`src/rtl/ws2812_driver.sv`:
```
// ---------------------------------------------------------------------------
// ws2812_driver
//
// Serialises a frame of LED_COUNT 24-bit colour words onto the one-wire NRZ
// data line of a WS2812 LED chain, then holds the line low for the latch
// interval so the strip applies the new colours.
//
// Ports:
//   clk    in   system clock (50 MHz nominal), all logic on the rising edge
//   reset  in   synchronous, active-high reset; overrides everything
//   start  in   frame request; honoured only while idle, never queued
//   data   in   frame contents, LED 0 in the top 24 bits, each word MSB first
//   dout   out  registered WS2812 serial data line
//   busy   out  registered; high from the start edge to the end of the latch
// ---------------------------------------------------------------------------
module ws2812_driver #(
    parameter int LED_COUNT    = 8,
    parameter int T0H_CYCLES   = 20,
    parameter int T1H_CYCLES   = 40,
    parameter int BIT_CYCLES   = 63,
    parameter int LATCH_CYCLES = 3000
) (
    input  logic                    clk,
    input  logic                    reset,
    input  logic                    start,
    input  logic [LED_COUNT*24-1:0] data,
    output logic                    dout,
    output logic                    busy
);

    localparam int FRAME_BITS = LED_COUNT * 24;

    // Counter widths; a one-bit floor keeps degenerate parameter sets legal.
    localparam int CYC_W = (BIT_CYCLES   > 1) ? $clog2(BIT_CYCLES)   : 1;
    localparam int BIT_W = (FRAME_BITS   > 1) ? $clog2(FRAME_BITS)   : 1;
    localparam int LAT_W = (LATCH_CYCLES > 1) ? $clog2(LATCH_CYCLES) : 1;

    localparam logic [CYC_W-1:0] CYC_LAST = CYC_W'(BIT_CYCLES - 1);
    localparam logic [CYC_W-1:0] T0H_CNT  = CYC_W'(T0H_CYCLES);
    localparam logic [CYC_W-1:0] T1H_CNT  = CYC_W'(T1H_CYCLES);
    localparam logic [CYC_W-1:0] CYC_ONE  = CYC_W'(1);
    localparam logic [BIT_W-1:0] BIT_LAST = BIT_W'(FRAME_BITS - 1);
    localparam logic [BIT_W-1:0] BIT_ONE  = BIT_W'(1);
    localparam logic [LAT_W-1:0] LAT_LAST = LAT_W'(LATCH_CYCLES - 1);
    localparam logic [LAT_W-1:0] LAT_ONE  = LAT_W'(1);

    typedef enum logic [1:0] {
        ST_IDLE,
        ST_SEND,
        ST_LATCH
    } state_e;

    state_e                  state_q,   state_d;
    logic [FRAME_BITS-1:0]   shreg_q,   shreg_d;
    logic [BIT_W-1:0]        bit_cnt_q, bit_cnt_d;
    logic [CYC_W-1:0]        cyc_cnt_q, cyc_cnt_d;
    logic [LAT_W-1:0]        lat_cnt_q, lat_cnt_d;
    logic                    dout_q,    dout_d;
    logic                    busy_q,    busy_d;
    logic [CYC_W-1:0]        th_cnt;

    // -----------------------------------------------------------------------
    // State and datapath registers
    // -----------------------------------------------------------------------
    always_ff @(posedge clk) begin
        if (reset) begin
            state_q   <= ST_IDLE;
            shreg_q   <= '0;
            bit_cnt_q <= '0;
            cyc_cnt_q <= '0;
            lat_cnt_q <= '0;
            dout_q    <= 1'b0;
            busy_q    <= 1'b0;
        end else begin
            state_q   <= state_d;
            shreg_q   <= shreg_d;
            bit_cnt_q <= bit_cnt_d;
            cyc_cnt_q <= cyc_cnt_d;
            lat_cnt_q <= lat_cnt_d;
            dout_q    <= dout_d;
            busy_q    <= busy_d;
        end
    end

    // -----------------------------------------------------------------------
    // Next-state and counter logic
    // -----------------------------------------------------------------------
    always_comb begin
        state_d   = state_q;
        shreg_d   = shreg_q;
        bit_cnt_d = bit_cnt_q;
        cyc_cnt_d = cyc_cnt_q;
        lat_cnt_d = lat_cnt_q;

        unique case (state_q)
            ST_IDLE: begin
                if (start) begin
                    // Snapshot the frame so later changes to data are ignored.
                    state_d   = ST_SEND;
                    shreg_d   = data;
                    bit_cnt_d = '0;
                    cyc_cnt_d = '0;
                end
            end

            ST_SEND: begin
                if (cyc_cnt_q == CYC_LAST) begin
                    cyc_cnt_d = '0;
                    if (bit_cnt_q == BIT_LAST) begin
                        state_d   = ST_LATCH;
                        lat_cnt_d = '0;
                    end else begin
                        shreg_d   = shreg_q << 1;
                        bit_cnt_d = bit_cnt_q + BIT_ONE;
                    end
                end else begin
                    cyc_cnt_d = cyc_cnt_q + CYC_ONE;
                end
            end

            ST_LATCH: begin
                if (lat_cnt_q == LAT_LAST) begin
                    state_d = ST_IDLE;
                end else begin
                    lat_cnt_d = lat_cnt_q + LAT_ONE;
                end
            end

            default: begin
                state_d = ST_IDLE;
            end
        endcase
    end

    // -----------------------------------------------------------------------
    // Registered outputs, derived from the next state so that dout and busy
    // change on the same edge as the state they describe.
    // -----------------------------------------------------------------------
    always_comb begin
        th_cnt = shreg_d[FRAME_BITS-1] ? T1H_CNT : T0H_CNT;
        dout_d = (state_d == ST_SEND) && (cyc_cnt_d < th_cnt);
        busy_d = (state_d != ST_IDLE);
    end

    assign dout = dout_q;
    assign busy = busy_q;

endmodule

```
`config.mk`:
```
export PLATFORM = sky130hd
export DESIGN_NAME = ws2812_driver
export DESIGN_NICKNAME = d
export VERILOG_FILES = /design/src/rtl/ws2812_driver.sv
export SDC_FILE = /design/constraint.sdc
export NUM_CORES = 1
export LEC_CHECK = 0
export ABC_AREA = 1
export CORE_AREA = 3 3 163 165
export CTS_BUF_LIST = sky130_fd_sc_hd__clkbuf_16
export DETAILED_ROUTE_END_ITERATION = 6
export DIE_AREA = 0 0 166 168
export PLACE_DENSITY = 0.67
export SYNTH_ARGS = -nofsm -noshare
export SYNTH_HDL_FRONTEND = slang
export SYNTH_SLANG_ARGS = --single-unit
```
`constraint.sdc`:
```
create_clock -name clk -period 2.17 [get_ports clk]
set_clock_uncertainty 0.05 [all_clocks]
set_input_delay 0.434 -clock clk [delete_from_list [all_inputs] [get_ports clk]]
set_output_delay 0.434 -clock clk [all_outputs]
set_load 0.005 [all_outputs]
```
==> tab_implementation.tex <==
\begin{tabular}{lr}
\hline
Metric & Value \\
\hline
\multicolumn{2}{l}{\textbf{Outcome}} \\
\quad Outcome & completed \\
\multicolumn{2}{l}{\textbf{Finish}} \\
\quad Synthesis-to-layout area growth & 27.3\% \\
\quad Area occupied by multi-input gates & between 0.006 and 0.007 mm² \\
\quad Share of cells above drive strength 1 & 0.268 \\
\quad Diodes inserted & 0 \\
\quad Post-route design area & between 0.01 and 0.015 mm² \\
\quad Storage cell area & around 0.0044 mm² \\
\quad Post-layout nets & 1672 \\
\quad Number of fillers in the final layout & 2263 \\
\multicolumn{2}{l}{\textbf{Global routing}} \\
\quad Met3 capacity usage during global routing & 0.0338 \\
\quad Met1 track utilization from global routing & 0.275 \\
\quad Vias in the first global route & 9335 \\
\quad Antenna violations before repair & 2 \\
\quad Global-route wire length before repair & 46500 µm \\
\quad Overall overflow remaining after global route & 0 \\
\quad Tot GR Track Use & 0.192 \\
\quad Pin count of the biggest net entering global routing & 140 \\
\quad Busiest layer in global routing & met2 \\
\quad Global routing met2 resource utilization & 0.301 \\
\multicolumn{2}{l}{\textbf{Synthesis}} \\
\quad FF+latch count, synth & 222 \\
\quad Area share of xor/xnor cells in the synthesized design & 0.00464 \\
\quad Distinct cells, synth & 37 \\
\quad Synth Area in Adders & 0.00774 \\
\quad Cell taking the most area after synthesis & dfxtp\_1 \\
\quad Cell area after technology mapping & 0.0113 mm² \\
\quad Seq/Total Area, Yosys & 0.393 \\
\quad Syn. warnings & 0 \\
\quad Largest family of logic cells by synthesized area & simple AND/OR/NAND/NOR gates \\
\quad Share of the synthesized area in the top cell type & 0.393 \\
\quad Synth Area in Simple Gates & 0.290 \\
\quad Synth Instances & 1318 \\
\quad Net count after synthesis & roughly 1500 \\
\quad Synthesized area per cell & 8.59 µm² \\
\quad Multiplexer fraction of the synthesized cell area & 0 \\
\quad Area contributors post-synth & dfxtp\_1 (39\%), a31oi\_2 (21\%), nand2\_1 (11\%), nand3\_1 (9.2\%), nand2\_2 (6.1\%) \\
\quad Area fraction in compound gates after synthesis & 0.228 \\
\multicolumn{2}{l}{\textbf{Setup path}} \\
\quad Crit path arrival time & 2.37 ns \\
\quad Crit-path max FO & 51 \\
\quad Req. time, crit path & 2.56 ns \\
\quad Crit end category & flop \\
\quad Largest stage delay, worst path & between 0.4 and 0.5 ns \\
\quad Standard cell with the maximum stage delay on the critical path & buf\_4 \\
\quad Critical path launch point type & flop \\
\quad Critical path type & reg2reg \\
\quad Cell chain of the critical path & inv\_1 > ha\_1 > nand3\_1 > nor2\_4 > buf\_4 > buf\_4 > nand3\_1 > a31oi\_2 \\
\multicolumn{2}{l}{\textbf{Clock tree}} \\
\quad Number of levels in the clock H-tree & 1 \\
\quad Clock input transition at the sequential cells of the worst setup and hold paths & about 0.060 ns \\
\quad TritonCTS buffer count & 25 \\
\quad Clock sink total & 222 \\
\quad Clk root buf & clkbuf\_16 \\
\quad Buffer levels on the longest clock path & 3 \\
\quad Cts-stage hold buffer count & 0 \\
\quad Clk Latency, worst-skew pair & 0.52 ns \\
\quad TritonCTS clock tree & built \\
\multicolumn{2}{l}{\textbf{Timing}} \\
\quad Post-layout min period & 1.98 ns \\
\quad Final hold violations & 0 \\
\quad Final period utilization & 0.911 \\
\quad Unrepaired setup endpoints after global routing & true \\
\quad Worst hold slack across all endpoints & around 0.23 ns \\
\quad Maximum clock rate & 506 MHz \\
\quad Max-Slew Margin vs Limit & 0.636 \\
\quad Final count of pins violating max slew & 0 \\
\quad Tightest Pin Transition & about 0.55 ns \\
\quad Final setup vio count & 0 \\
\multicolumn{2}{l}{\textbf{Die}} \\
\quad Site row count & 58 \\
\quad Initial Util & 0.449 \\
\quad Die outline width & about 170 µm \\
\quad Top-level port count & 197 \\
\quad Area of the placeable core & 0.0252 mm² \\
\quad DIE HEIGHT & around 170 µm \\
\quad Die ar. & between 0.02 and 0.03 mm² \\
\multicolumn{2}{l}{\textbf{Placed design}} \\
\quad Post-DP HPWL & 17900 µm \\
\quad Count of port buffers added during placement & 196 \\
\quad Gp weighted congestion & 0.837 \\
\quad Post-placement cell area & 0.0135 mm² \\
\multicolumn{2}{l}{\textbf{Route}} \\
\quad Post-route antenna net violation count & 0 \\
\quad Via density & around 5.3 \\
\quad Final WL & roughly 28000 µm \\
\quad Detailed-route DRC error count & 0 \\
\quad Number of search-and-repair iterations in the first detailed-routing pass & 5 \\
\quad Via count & 9606 \\
\quad Average wire per standard cell & approximately 15 µm \\
\quad 1st-iter DRT viols & between 600 and 700 \\
\multicolumn{2}{l}{\textbf{Power}} \\
\quad Reported leakage power & 4.51 nW \\
\quad Power density normalized to cell area & between 700 and 800 mW/mm² \\
\quad Worst vdd ir & 0.671 mV \\
\multicolumn{2}{l}{\textbf{Worst hold path}} \\
\quad Path type of the worst min-delay path & in2reg \\
\multicolumn{2}{l}{\textbf{Job}} \\
\quad Max-cap violations & 0 \\
\hline
\end{tabular}
-- cells by family (layout without fill, tap and decap cells) --
family	after synthesis	after routing
buffers and inverters	141	308
AOI/OAI and AO/OA	229	229
adders and majority gates	7	7
xor gates and xnor gates	6	6
DFF	222	222
and+or+nand+nor	713	713
-- per-layer routing --
metal	wire length, µm	vias to the layer above
li1	-	4830
met1	13000	4516
met2	12800	212
met3	1370	44
met4	646	4
met5	27	-
-- per-stage QoR --
step / setup TNS, ns / util / instances / setup WS, ns / total power [mW]
finish: 0 / 0.572 / 1815 / 0.193 / 10.3
global route: -0.0219 / 0.572 / 1815 / -0.0219 / 10.7
CTS: 0 / 0.568 / 1812 / 0.0239 / 10.4
detailed placement: -0.102 / 0.536 / 1770 / -0.102 / 6.14
global placement: 0 / 0.536 / 1770 / 0.0125 / 6.13
floorplan: 0 / - / 1318 / 0.280 / 5.55
-- layout make-up --
cell class | instances | share of cell area
Clock inverter | 17 | 0.0132
Clock buffer | 25 | 0.0434
Tap cell | 330 | 0.0287
Inverter | 32 | 0.00929
Multi-Input combinational cell | 955 | 0.420
Timing Repair Buffer | 234 | 0.177
Sequential cell | 222 | 0.308
-- flip-flops by register name, summed over array words and instances, names as in the netlist --
| signal | flops |
|---|---|
| state_q | 2 |
| dout | 1 |
| bit_cnt_q | 8 |
| lat_cnt_q | 12 |
| cyc_cnt_q | 6 |
| shreg_q | 192 |
| busy | 1 |
-- repair_timing --
item / 4_1_cts / 5_1_grt
setup endpoints to repair: 0 / 11
setup buffers: 0 / 2
resized for setup: 0 / 13
-- final timing paths --
kind         cells after the start           end    startpoint  slack (ns)
min                              2  shreg_q[191]         reset        0.23
max                              8  shreg_q[152]  cyc_cnt_q[0]        0.19
min reg2reg                      2  shreg_q[105]  shreg_q[105]        0.43
max reg2reg                      8  shreg_q[152]  cyc_cnt_q[0]        0.19
-- cell usage after synthesis, drive strengths merged --
cell type / count
a21oi: 25
nand2: 453
dfxtp: 222
inv: 29
a211oi: 1
nor3: 7
o21bai: 1
and2: 1
ha: 7
a22oi: 1
nand3: 211
o21ai: 9
nand4: 5
a31oi: 191
nor2: 32
buf: 58
or2: 3
xnor2: 1
xor2: 5
clkbuf: 51
clkinv: 3
nand3b: 1
a21boi: 1
-- power breakdown --
group          switching, mW  internal, mW  total (mW)
Clock                   1.69          2.56        4.25
Combinational          0.831         0.784        1.61
Sequential             0.141          4.30        4.45
Total                   2.66          7.65        10.3
-- cell usage in the layout (no fill, tap or decap), types with 2 or more instances in the layout --
cell and count:
clkinv_1 6, nand2_2 112, nor3_1 7, a31oi_2 189
nor2_4 2, nand2_1 341, ha_4 2, a31oi_1 2
buf_4 15, clkbuf_16 26, bufinv_16 4, nor2_1 29
ha_1 5, inv_2 4, clkinv_2 3, o21ai_0 6
nand3_1 208, dfxtp_1 221, a21oi_2 3, nand4_1 5
or2_2 3, a21oi_1 22, xor2_1 5, o21ai_1 3
clkdlybuf4s50_1 195, clkinv_4 2, buf_12 21, inv_1 25
inv_6 3, nand3_2 2
-- critical path: cells and delay by family, from the launching register on --
kind,cells,cell delay [ns]
and+or+nand+nor,3,0.48
DFF,1,0.33
buffers and inverters,3,0.68
AOI/OAI and AO/OA,1,0.19
adders and majority gates,1,0.15
Power figures use the tool's default switching activity.
